`config.mk`:
```
export PLATFORM = sky130hd
export DESIGN_NAME = async_oneway_transmitter
export DESIGN_NICKNAME = d
export VERILOG_FILES = /design/src/rtl/async_oneway_transmitter_pkg.sv /design/src/rtl/async_oneway_transmitter_hold_timer.sv /design/src/rtl/async_oneway_transmitter.sv
export SDC_FILE = /design/constraint.sdc
export NUM_CORES = 1
export LEC_CHECK = 0
export CAP_MARGIN = 20
export CORE_MARGIN = 10
export CORE_UTILIZATION = 43
export DETAILED_ROUTE_END_ITERATION = 10
export GPL_ROUTABILITY_DRIVEN = 1
export PLACE_DENSITY_LB_ADDON = 0.15
export SYNTH_ARGS = -nofsm -noshare
export SYNTH_HDL_FRONTEND = slang
export SYNTH_HIERARCHICAL = 1
export SYNTH_SLANG_ARGS = --single-unit
```
`constraint.sdc`:
```
create_clock -name clk_send -period 3.8 [get_ports clk_send]
set_input_delay 0.76 -clock clk_send [delete_from_list [all_inputs] [get_ports clk_send]]
set_output_delay 0.76 -clock clk_send [all_outputs]
set_load 0.01 [all_outputs]
```
`src/rtl/async_oneway_transmitter_pkg.sv`:
```
// Shared link definitions for the one-way 6-bit inter-board link.
// Message width, chunking constants, transmitter state encoding and the chunk selector.
package async_oneway_transmitter_pkg;

  localparam int MESSAGE_SIZE  = 16;
  localparam int LINK_CHUNK_W  = 6;
  localparam int LINK_N_CHUNKS = (MESSAGE_SIZE + LINK_CHUNK_W - 1) / LINK_CHUNK_W;
  localparam int LINK_IDX_W    = (LINK_N_CHUNKS > 1) ? $clog2(LINK_N_CHUNKS) : 1;

  typedef enum logic [2:0] {
    IDLE,
    SETUP,
    STROBE,
    GAP,
    CLOSE
  } link_tx_state_t;

  typedef struct packed {
    logic                    transmit_ctrl;
    logic                    packet_pulse;
    logic [LINK_CHUNK_W-1:0] dout;
  } link_lines_t;

  // Chunk k is msg[6k+5:6k]; the last chunk is zero-padded above the message MSB.
  function automatic logic [LINK_CHUNK_W-1:0] get_chunk(
    input logic [MESSAGE_SIZE-1:0] msg,
    input logic [LINK_IDX_W-1:0]   idx
  );
    logic [LINK_N_CHUNKS-1:0][LINK_CHUNK_W-1:0] chunks;
    chunks = (LINK_N_CHUNKS*LINK_CHUNK_W)'(msg);
    return chunks[idx];
  endfunction

endpackage

```
`src/rtl/async_oneway_transmitter_hold_timer.sv`:
```
// Load/count-down timer shared by every timed transmitter state.
// Loading gives HOLD_CYCLES cycles; expired marks the last of them.
module hold_timer #(
  parameter int HOLD_CYCLES = 8
) (
  input  logic gclk,
  input  logic grst_n,
  input  logic load,
  output logic expired
);

  localparam int CW = $clog2(HOLD_CYCLES + 1);

  logic [CW-1:0] cnt_q, cnt_d;

  always_comb begin
    cnt_d = cnt_q;
    if (load)             cnt_d = CW'(HOLD_CYCLES - 1);
    else if (cnt_q != '0) cnt_d = cnt_q - CW'(1);
  end

  always_ff @(posedge gclk or negedge grst_n) begin
    if (!grst_n) cnt_q <= '0;
    else         cnt_q <= cnt_d;
  end

  assign expired = (cnt_q == '0);

endmodule

```
`src/rtl/async_oneway_transmitter.sv`:
```
// Sending half of the one-way 6-bit link: serialises a message into held, strobed chunks.
// All link lines come from registers decoded off the next state, so levels change together.
module async_oneway_transmitter
  import async_oneway_transmitter_pkg::*;
#(
  parameter int HOLD_CYCLES = 8
) (
  input  logic                    clk_send,
  input  logic                    rst_n,
  input  logic                    send_req,
  input  logic [MESSAGE_SIZE-1:0] message,
  output logic                    busy,
  output logic                    done,
  output logic                    transmit_ctrl,
  output logic                    packet_pulse,
  output logic [LINK_CHUNK_W-1:0] dout
);

  link_tx_state_t          state_q, state_d;
  logic [MESSAGE_SIZE-1:0] msg_q, msg_d;
  logic [LINK_IDX_W-1:0]   idx_q, idx_d;
  logic                    done_q, done_d;
  logic                    busy_q, busy_d;
  link_lines_t             lines_q, lines_d;
  logic                    tmr_load, tmr_expired;

  // Every state change restarts the hold period.
  assign tmr_load = (state_d != state_q);

  hold_timer #(.HOLD_CYCLES(HOLD_CYCLES)) u_hold_timer (
    .gclk    (clk_send),
    .grst_n  (rst_n),
    .load    (tmr_load),
    .expired (tmr_expired)
  );

  always_comb begin
    state_d = state_q;
    msg_d   = msg_q;
    idx_d   = idx_q;
    done_d  = 1'b0;
    unique case (state_q)
      IDLE: if (send_req) begin
        state_d = SETUP;
        msg_d   = message;
        idx_d   = '0;
      end
      SETUP:  if (tmr_expired) state_d = STROBE;
      STROBE: if (tmr_expired) state_d = GAP;
      GAP: if (tmr_expired) begin
        if (idx_q == LINK_IDX_W'(LINK_N_CHUNKS - 1)) state_d = CLOSE;
        else begin
          idx_d   = idx_q + LINK_IDX_W'(1);
          state_d = STROBE;
        end
      end
      // The done pulse is one extra CLOSE cycle, so busy covers it.
      CLOSE: begin
        if (done_q)           state_d = IDLE;
        else if (tmr_expired) done_d  = 1'b1;
      end
      default: state_d = IDLE;
    endcase
  end

  always_comb begin
    lines_d               = '0;
    lines_d.transmit_ctrl = (state_d == SETUP) || (state_d == STROBE) || (state_d == GAP);
    lines_d.packet_pulse  = (state_d == STROBE);
    if (state_d == STROBE) lines_d.dout = get_chunk(msg_q, idx_d);
    busy_d = (state_d != IDLE);
  end

  always_ff @(posedge clk_send or negedge rst_n) begin
    if (!rst_n) begin
      state_q <= IDLE;
      msg_q   <= '0;
      idx_q   <= '0;
      done_q  <= 1'b0;
      busy_q  <= 1'b0;
      lines_q <= '0;
    end else begin
      state_q <= state_d;
      msg_q   <= msg_d;
      idx_q   <= idx_d;
      done_q  <= done_d;
      busy_q  <= busy_d;
      lines_q <= lines_d;
    end
  end

  assign busy          = busy_q;
  assign done          = done_q;
  assign transmit_ctrl = lines_q.transmit_ctrl;
  assign packet_pulse  = lines_q.packet_pulse;
  assign dout          = lines_q.dout;

endmodule
```
# Yosys cells after proc, flatten, opt, wreduce, memory -nomap -nowiden
# Cells that the tools add are included.
# totals
n_memories,0
inputBits,19
ff_bits,35
latch_bits,0
romBits,0
out_inout_bits,10
elab_cells,48
ram_bits,0
# classes
magnitude_cmp,1
addsub,2
div,0
reduce_logical,8
bitwise_logic,0
eq_ne,9
shifts,0
mul,0
muxes,19
# ops
cell,n
2-to-1 mux 3 bit,6
one-hot mux 3 bit (5 select lines),1
binary-select mux 6 bit (select 2 bit),1
"equality test 3 x 2 -> 1 bit, second input constant",4
2-to-1 mux 6 bit,2
2-to-1 mux 4 bit,2
"equality test 3 x 1 -> 1 bit, second input constant",2
2-to-1 mux 2 bit,3
logical NOT 4 bit,1
one-hot mux 2 bit (2 select lines),1
nonzero test 4 bit,1
"subtractor 4 x 1 -> 4 bit, second input constant",1
"equality test 3 bit, second input constant",1
logical NOT 3 bit,1
"< comparator 2 x 3 -> 1 bit, second input constant",1
2-to-1 mux 1 bit,3
inequality test 3 bit,1
nonzero test 3 bit,1
"adder 2 x 1 -> 2 bit, second input constant",1
"equality test 2 bit, second input constant",1
logical OR 1 bit,2
AND reduction 2 bit,1
nonzero test 2 bit,1

# Logic depth before layout (Yosys ltp)
# Gate-level depths: netlist of run 1.
# depth
ltp_word,7
mapped_depth,9
mapped_depth_nobuf,8

# Modules after synthesis
# The synthesis of run 1 kept the hierarchy.
# modules_own_cells
mod,area_each_um2,instances,cells_per_inst
async_oneway_transmitter,1317.5,1,94
hold_timer,227.7,1,21

# Least setup slack after synthesis of run 1
# OpenSTA, ideal clock, no wires.
# synth_timing
kind,flip-flop to flip-flop
start,reg u_hold_timer.cnt_q[0]
end,reg u_hold_timer.cnt_q[3]
path_stages_with_launch,9
period_less_slack_ns,2.113
setup_time_ns,0.125
slack_ns,1.687
t_arrival_ns,1.989
path_buffers,0
required_ns,3.675
cell_sequence,dfrtp_1 > inv_1 > ha_1 > nor3b_4 > a211oi_1 > o32a_1 > a21oi_1 > nor3_1 > mux2_2
# synth_between
elab_chain_cells,5
word_cells_on_any_way,11
cone_classes,1 x add/sub; 1 x eq/ne; 6 x mux; 3 x reduce/logical
# synth_rtl
item,line,source
from (decl),async_oneway_transmitter_hold_timer.sv:14,"logic [CW-1:0] cnt_q, cnt_d;"
from (signal assigned),async_oneway_transmitter_hold_timer.sv:24,else cnt_q <= cnt_d;
logical NOT 4 bit *,async_oneway_transmitter_hold_timer.sv:27,assign expired = (cnt_q == '0);
via tmr_expired,async_oneway_transmitter.sv:25,"logic tmr_load, tmr_expired;"
"2-to-1 mux 3 bit, on equally long branches","async_oneway_transmitter.sv:50, async_oneway_transmitter.sv:48, async_oneway_transmitter.sv:49",
one-hot mux 3 bit (5 select lines) *,async_oneway_transmitter.sv:42,unique case (state_q)
inequality test 3 bit *,async_oneway_transmitter.sv:28,assign tmr_load = (state_d != state_q);
via tmr_load,async_oneway_transmitter.sv:25,
2-to-1 mux 4 bit / nonzero test 2 bit (equally long branches),-,
# The timed path passes the listed nets; every way through them passes the cells marked *. The select of a mux whose other input is x is not followed.
# A chain may end at the register's enable or synchronous reset.

==> metrics, run 1 <==
yosys warns 6; DR DRC count 0; worst path required time between 4 and 5 ns; Hold Buf Count CTS 0; top cell type's share of synthesized area 56.7%; design area ~0.0019 mm2; critical path arrival roughly 2.6 ns; # IOs 29; Setup Crit Path Kind reg2reg; Critical-path top delay cell dfrtp_1; Mapped Area roughly 0.0015 mm2; hold_ws 0.492 ns; dpl hpwl 2.05 mm; GRT Overall Usage under 10%; cell family with the largest share of critical-path delay simple AND/OR/NAND/NOR gates; crit start category register; CP endpoint kind register; Rows 21; TritonCTS Buffers 5; PwrDens approximately 660 mW/mm2; setup_tns 0 ns; CTS tree done; die width between 70 and 80 um; FMAX 421 MHz; Synth Net Count 137; final setup skew ~0.013 ns; Reg2Reg Setup Slack around 1.4 ns; Final Total Pwr roughly 1300 uW; max incr delay on CP 0.42 ns; flops & latches, synth 35; Final setup viols 0; CTS Root Cell clkbuf_4; CTS H-tree lvls 2; Max clock buf depth 2; worst vdd ir 0.000341 V; Initial DRC Count 78; worst-margin pin slew 0.506 ns; # Max-Cap Violations 0; share of cells above drive strength 1 20.9%; cell area after placement 0.00187 mm2; final wirelength 2.75 mm; max_slew headroom around two thirds; post-cts sizing count 0; outcome complete, no violations; via count 982; n_diodes 0; Sequential Area 876 um2; reg-to-reg endpoint dout[0]$_DFF_PN0_; period utilisation layout 62.5%; Setup Buffers After CTS 0; Hold Path Class reg2reg; Buffers & Inverters on Critical Path 1; Wirelength per Cell 14.2 um; first-pass GRT wire length roughly 4.8 mm; initial antenna violation count 0; final count of pins violating max slew 0; GR Overflow Total 0; fillers 290; Worst Setup EP dout[0]$_DFF_PN0_; Worst R2R Path Depth 8; worst reg2reg startpoint u_hold_timer/cnt_q[0]$_DFFE_PN0P_; Synth area leader dfrtp_1; register area share after synthesis about 57%; pre-CTS setup slack between 1 and 1.5 ns; Crit Path Max Fanout 8; CTS Sinks 35; Syn-to-layout area delta 25.2%; DIE AREA roughly 0.0064 mm2; Avg Inst Size Synth around 13 um2; port buffer count 28; Post-Synthesis Cells between 100 and 150; clk slew on worst S/H paths 0.10 ns; initial core utilization between 40% and 50%; clock latency at the later pin of the worst-skew pair approximately 0.33 ns; final-report hold violation count 0; Synth area leaders dfrtp_1, mux2_2, mux2i_1, ha_1, o2bb2ai_1; worst setup margin 1.43 ns; number of global-route vias before repair ~1,100; Critical Path Source u_hold_timer/cnt_q[0]$_DFFE_PN0P_; First-pass DRT Iterations 4; largest net degree at the start of global routing 36; Tmin final 2.37 ns; crit path cell chain inv_1 -> ha_1 -> nor3b_4 -> and4b_1 -> nor2_2 -> a22o_1 -> nor4_4 -> o2bb2ai_1; fin nets 169; DR vias/cell 5.06; Routed Antenna Nets 0; routability congestion estimate just over 0.7; RSZ-0062 raised after global routing false; Multi-input gate area approximately 600 um2; Synth cell types 30; Pleak around 0.00082 uW; die height about 80 um; core area around 0.0034 mm2; WP depth 8
==> routing by layer <==
layer	vias up	wire length [um]	part of all wire [%]	global-route usage [%]
li1	473	-	-	-
met4	0	14	0.51	3.17
met2	18	1430	52	16.4
met1	489	1150	42	10.1
met5	-	0	0	0
met3	2	159	5.8	4.17
==> worst min path at each step <==
stage,from,end,depth (start not counted)
5_1_grt,msg_q[14]$_DFFE_PN0P_,dout[2]$_DFF_PN0_,1
2_1_floorplan,msg_q[12]$_DFFE_PN0P_,dout[0]$_DFF_PN0_,1
6_report,msg_q[15]$_DFFE_PN0P_,dout[3]$_DFF_PN0_,1
3_5_place_dp,msg_q[13]$_DFFE_PN0P_,dout[1]$_DFF_PN0_,1
4_1_cts,msg_q[15]$_DFFE_PN0P_,dout[3]$_DFF_PN0_,1
3_3_place_gp,msg_q[12]$_DFFE_PN0P_,dout[0]$_DFF_PN0_,1
==> cell type report <==
| cell class | count | share of cell area [%] |
|---|---|---|
| flip-flops and latches | 35 | 45.3 |
| repair buffers | 30 | 15.3 |
| clock buffers | 8 | 3.56 |
| well taps | 46 | 2.98 |
| inverters | 6 | 1.16 |
| multi-input cells | 69 | 31.8 |
==> cells in the final DEF (no fill, tap or decap), types with 2 or more instances in the layout <==
cell and n:
dfrtp_1 35, a22oi_1 2, nor3_1 4, inv_1 6
mux2_2 17, o2bb2ai_1 4, nor2b_1 4, buf_4 2
mux2i_1 9, clkbuf_4 5, clkbuf_8 2, a22o_1 2
nor2_1 8, nand2_1 2, clkdlybuf4s50_1 28, ha_1 3
==> stage by stage <==
| step | util, % | instances |
|---|---|---|
| floorplan | - | 115 |
| global placement | 54.6 | 186 |
| detailed placement | 54.6 | 186 |
| finish | 56.6 | 194 |
| global route | 56.6 | 194 |
| CTS | 56.6 | 194 |
==> kinds of logic (layout without fill, tap and decap cells) <==
logic type / Yosys count / after routing / share of synthesized area [%]
mux: 26 / 26 / 18.2
buf+inv: 11 / 44 / 3.56
compound gates: 12 / 12 / 6.40
simple gates: 28 / 28 / 12.7
fa+ha+maj: 3 / 3 / 2.43
flops: 35 / 35 / 56.7
==> where the power goes <==
group,switching [uW],total (uW),internal [uW]
clock,115,223,109
combinational,202,446,244
sequential,95.0,612,517
==> sequential cells by signal (all words and copies together) (netlist names) <==
| signal | flops |
|---|---|
| done | 1 |
| transmit_ctrl | 1 |
| u_hold_timer/cnt_q | 4 |
| state_q | 3 |
| packet_pulse | 1 |
| dout | 6 |
| busy | 1 |
| msg_q | 16 |
| idx_q | 2 |
==> cells in the mapped netlist, drive strengths merged <==
cell	n
or2	1
or3	1
clkbuf	1
a22oi	2
nor2	9
nor4	1
and3	1
nor2b	4
and4b	1
a211o	1
mux2i	9
dfrtp	35
buf	4
mux2	17
and2	1
o2bb2ai	4
inv	6
a22o	2
nor4b	1
a21oi	1
nor3	4
a211oi	1
o32a	1
ha	3
nand2	2
nor3b	1
and3b	1
No activity file was read; power rests on OpenSTA's default activity.
==> run 2, diff against run 1 <==
==> constraint.sdc (replaced) <==
create_clock -name clk_send -period 2 [get_ports clk_send]
set_input_delay 0.4 -clock clk_send [delete_from_list [all_inputs] [get_ports clk_send]]
set_output_delay 0.4 -clock clk_send [all_outputs]
set_load 0.01 [all_outputs]
==> run 2 against run 1 <==
Net effect: the run now ends with negative setup slack left; cell area up 8.9%; setup slack worse by 1.4 ns; clock power up 94%; global-route usage up 1.2 points; fmax up 18%; clock-buffer cell count unchanged; sequential power up 94%; largest cell class unchanged; largest power group unchanged.
==> metrics, run 2 (same netlist as run 1, synthesis figures left out) <==
Reg2Reg Setup Slack -0.02 ns (was 1.43 ns); Initial DRC Count 52 (was 78); worst-margin pin slew 0.449 ns (was 0.506 ns); RSZ-0062 raised after global routing true (was false); final-report hold violation count 0 (unchanged); routability congestion estimate 0.737 (was 0.713); CTS Sinks 35 (unchanged); Max clock buf depth 2 (unchanged); most common cell after layout, fill and taps aside dfrtp_1 (unchanged); die height 79.9 um (unchanged); fin nets 182 (was 169); initial core utilization 45.2% (unchanged); Reg with most FFs msg_q (unchanged); CTS tree done (unchanged); most frequent cells in the layout dfrtp_1, clkdlybuf4s50_1, mux2_2, buf_4, mux2i_1 (was dfrtp_1, clkdlybuf4s50_1, mux2_2, mux2i_1, nor2_1); worst reg2reg startpoint u_hold_timer/cnt_q[0]$_DFFE_PN0P_ (unchanged); final wirelength 3.23 mm (was 2.75 mm); Syn-to-layout area delta 36.3% (was 25.2%); TritonCTS Buffers 5 (unchanged); initial antenna violation count 0 (unchanged); crit start category register (unchanged); largest net degree at the start of global routing 36 (unchanged); DIE AREA 0.00639 mm2 (unchanged); Final setup viols 1 (was 0); DP Cell Count 196 (was 186); final setup skew 0.00396 ns (was 0.0126 ns); Crit Path Max Fanout 4 (was 8); sw frac 33.0% (was 32.1%); FMAX 496 MHz (was 421 MHz); die width 79.9 um (unchanged); Final Total Pwr 2760 uW (was 1280 uW); worst path required time 2.23 ns (was 4.05 ns); clk slew on worst S/H paths 0.10 ns (about the same); outcome finished with violations (was complete, no violations); n_diodes 0 (unchanged); Tmin final 2.02 ns (was 2.37 ns); reg-to-reg endpoint u_hold_timer/cnt_q[3]$_DFFE_PN0P_ (was dout[0]$_DFF_PN0_); first-pass GRT wire length 5.32 mm (was 4.82 mm); port buffer count 28 (unchanged); critical path arrival 2.24 ns (was 2.62 ns); period utilisation layout 101% (was 62.5%); GR Overflow Total 0 (unchanged); setup_tns -0.0166 ns (was 0 ns); dpl hpwl 2.39 mm (was 2.05 mm); Worst R2R Path Depth 9 (was 8); Comb power frac 41.4% (was 34.8%); max_slew headroom 70.1% (was 66.3%); Hold Path Class in2async (was reg2reg); Setup Crit Path Kind reg2reg (unchanged); Critical Path Source u_hold_timer/cnt_q[0]$_DFFE_PN0P_ (unchanged); worst setup margin -0.0166 ns (was 1.43 ns); failing checks negative setup slack; Internal 1850 uW (was 870 uW); CP endpoint kind register (unchanged); First-pass DRT Iterations 2 (was 4); share of cells above drive strength 1 34.2% (was 20.9%); Rows 21 (unchanged); CTS Root Cell clkbuf_4 (unchanged); max reg flops 16 (unchanged); Worst Setup EP u_hold_timer/cnt_q[3]$_DFFE_PN0P_ (was dout[0]$_DFF_PN0_); Routed Antenna Nets 0 (unchanged); # Max-Cap Violations 0 (unchanged); worst vdd ir 0.000646 V (was 0.000341 V); CTS H-tree lvls 2 (unchanged); Clk pwr share 15.7% (was 17.4%); Pleak 0.000902 uW (was 0.000824 uW); number of global-route vias before repair 1,184 (was 1,101); sequential share of power 42.9% (was 47.8%); PwrDens 1310 mW/mm2 (was 663 mW/mm2); # IOs 29 (unchanged); final count of pins violating max slew 0 (unchanged); DR DRC count 0 (unchanged); Wirelength per Cell 15.6 um (was 14.2 um); clock latency at the later pin of the worst-skew pair 0.33 ns (about the same); GRT Overall Usage 10.7% (was 9.50%); Psw 912 uW (was 412 uW); DR vias/cell 5.13 (was 5.06); final std cells w/o fill 207 (was 194); via count 1,062 (was 982); core area 0.00342 mm2 (unchanged)
==> run 2: changes by cell type in the layout (fill, tap and decap cells not counted), moves of 2 or more <==
cell    change
buf_4       +9
buf_6       +4
nor3_1      -2
nor3_2      +2
==> run 2: layout make-up <==
type	instances	area, um2
clock buffer	8	68.8
tap	46	57.6
inverter	6	22.5
sequential	35	876
multi-input combinational	69	673
timing repair buffer	43	408
fill	290	1310
==> run 2: power by group through the flow <==
stage,combinational [uW],clock (uW),sequential [uW]
after floorplan,654,0,1130
after global placement,964,0,1170
after detailed placement,1030,0,1190
after CTS,1090,452,1190
after global routing,1260,479,1220
final,1140,433,1190
==> run 2: how the worst min path moves through the flow <==
stage / startpoint / to / slack (ns)
6_report: rst_n / state_q[0]$_DFF_PN0_ / 0.46
5_1_grt: rst_n / state_q[0]$_DFF_PN0_ / 0.49
4_1_cts: rst_n / state_q[0]$_DFF_PN0_ / 0.47
3_5_place_dp: msg_q[13]$_DFFE_PN0P_ / dout[1]$_DFF_PN0_ / 0.48
3_3_place_gp: msg_q[12]$_DFFE_PN0P_ / dout[0]$_DFF_PN0_ / 0.46
2_1_floorplan: rst_n / busy$_DFF_PN0_ / 0.10
==> run 2: stage by stage <==
stage	instance area [um2]	setup slack, ns	hold slack (ns)	utilization, %
floorplan	1560	0.00265	0.104	-
global placement	1950	-0.0280	0.465	57.0
detailed placement	1950	-0.119	0.480	57.0
CTS	2070	-0.0216	0.472	60.5
global route	2110	-0.0972	0.489	61.6
finish	2110	-0.0166	0.458	61.6
==> run 2: timing repair <==
item | in CTS | in global routing
buffers inserted | 1 | 2
hold buffers | 0 | 0
pin swaps | 0 | 1
gates resized for setup | 9 | 7
endpoints found under the hold margin | 0 | 0
setup endpoints to repair | 10 | 10
==> run 2: metal layers <==
metal	wire length [um]	track usage [%]	vias up
li1	-	-	498
met1	1300	11.6	534
met2	1710	17.9	24
met3	178	4.62	6
met4	39	4.23	0
met5	0	0	-
==> run 2: critical path, cell delays in order (launching register included) <==
cell     delay [ns]
dfrtp_1        0.36
inv_1          0.05
ha_2           0.18
nor3b_4        0.15
buf_6          0.13
and2_4         0.16
o32a_1         0.36
a21oi_4        0.18
nor2b_1        0.08
mux2_2         0.26
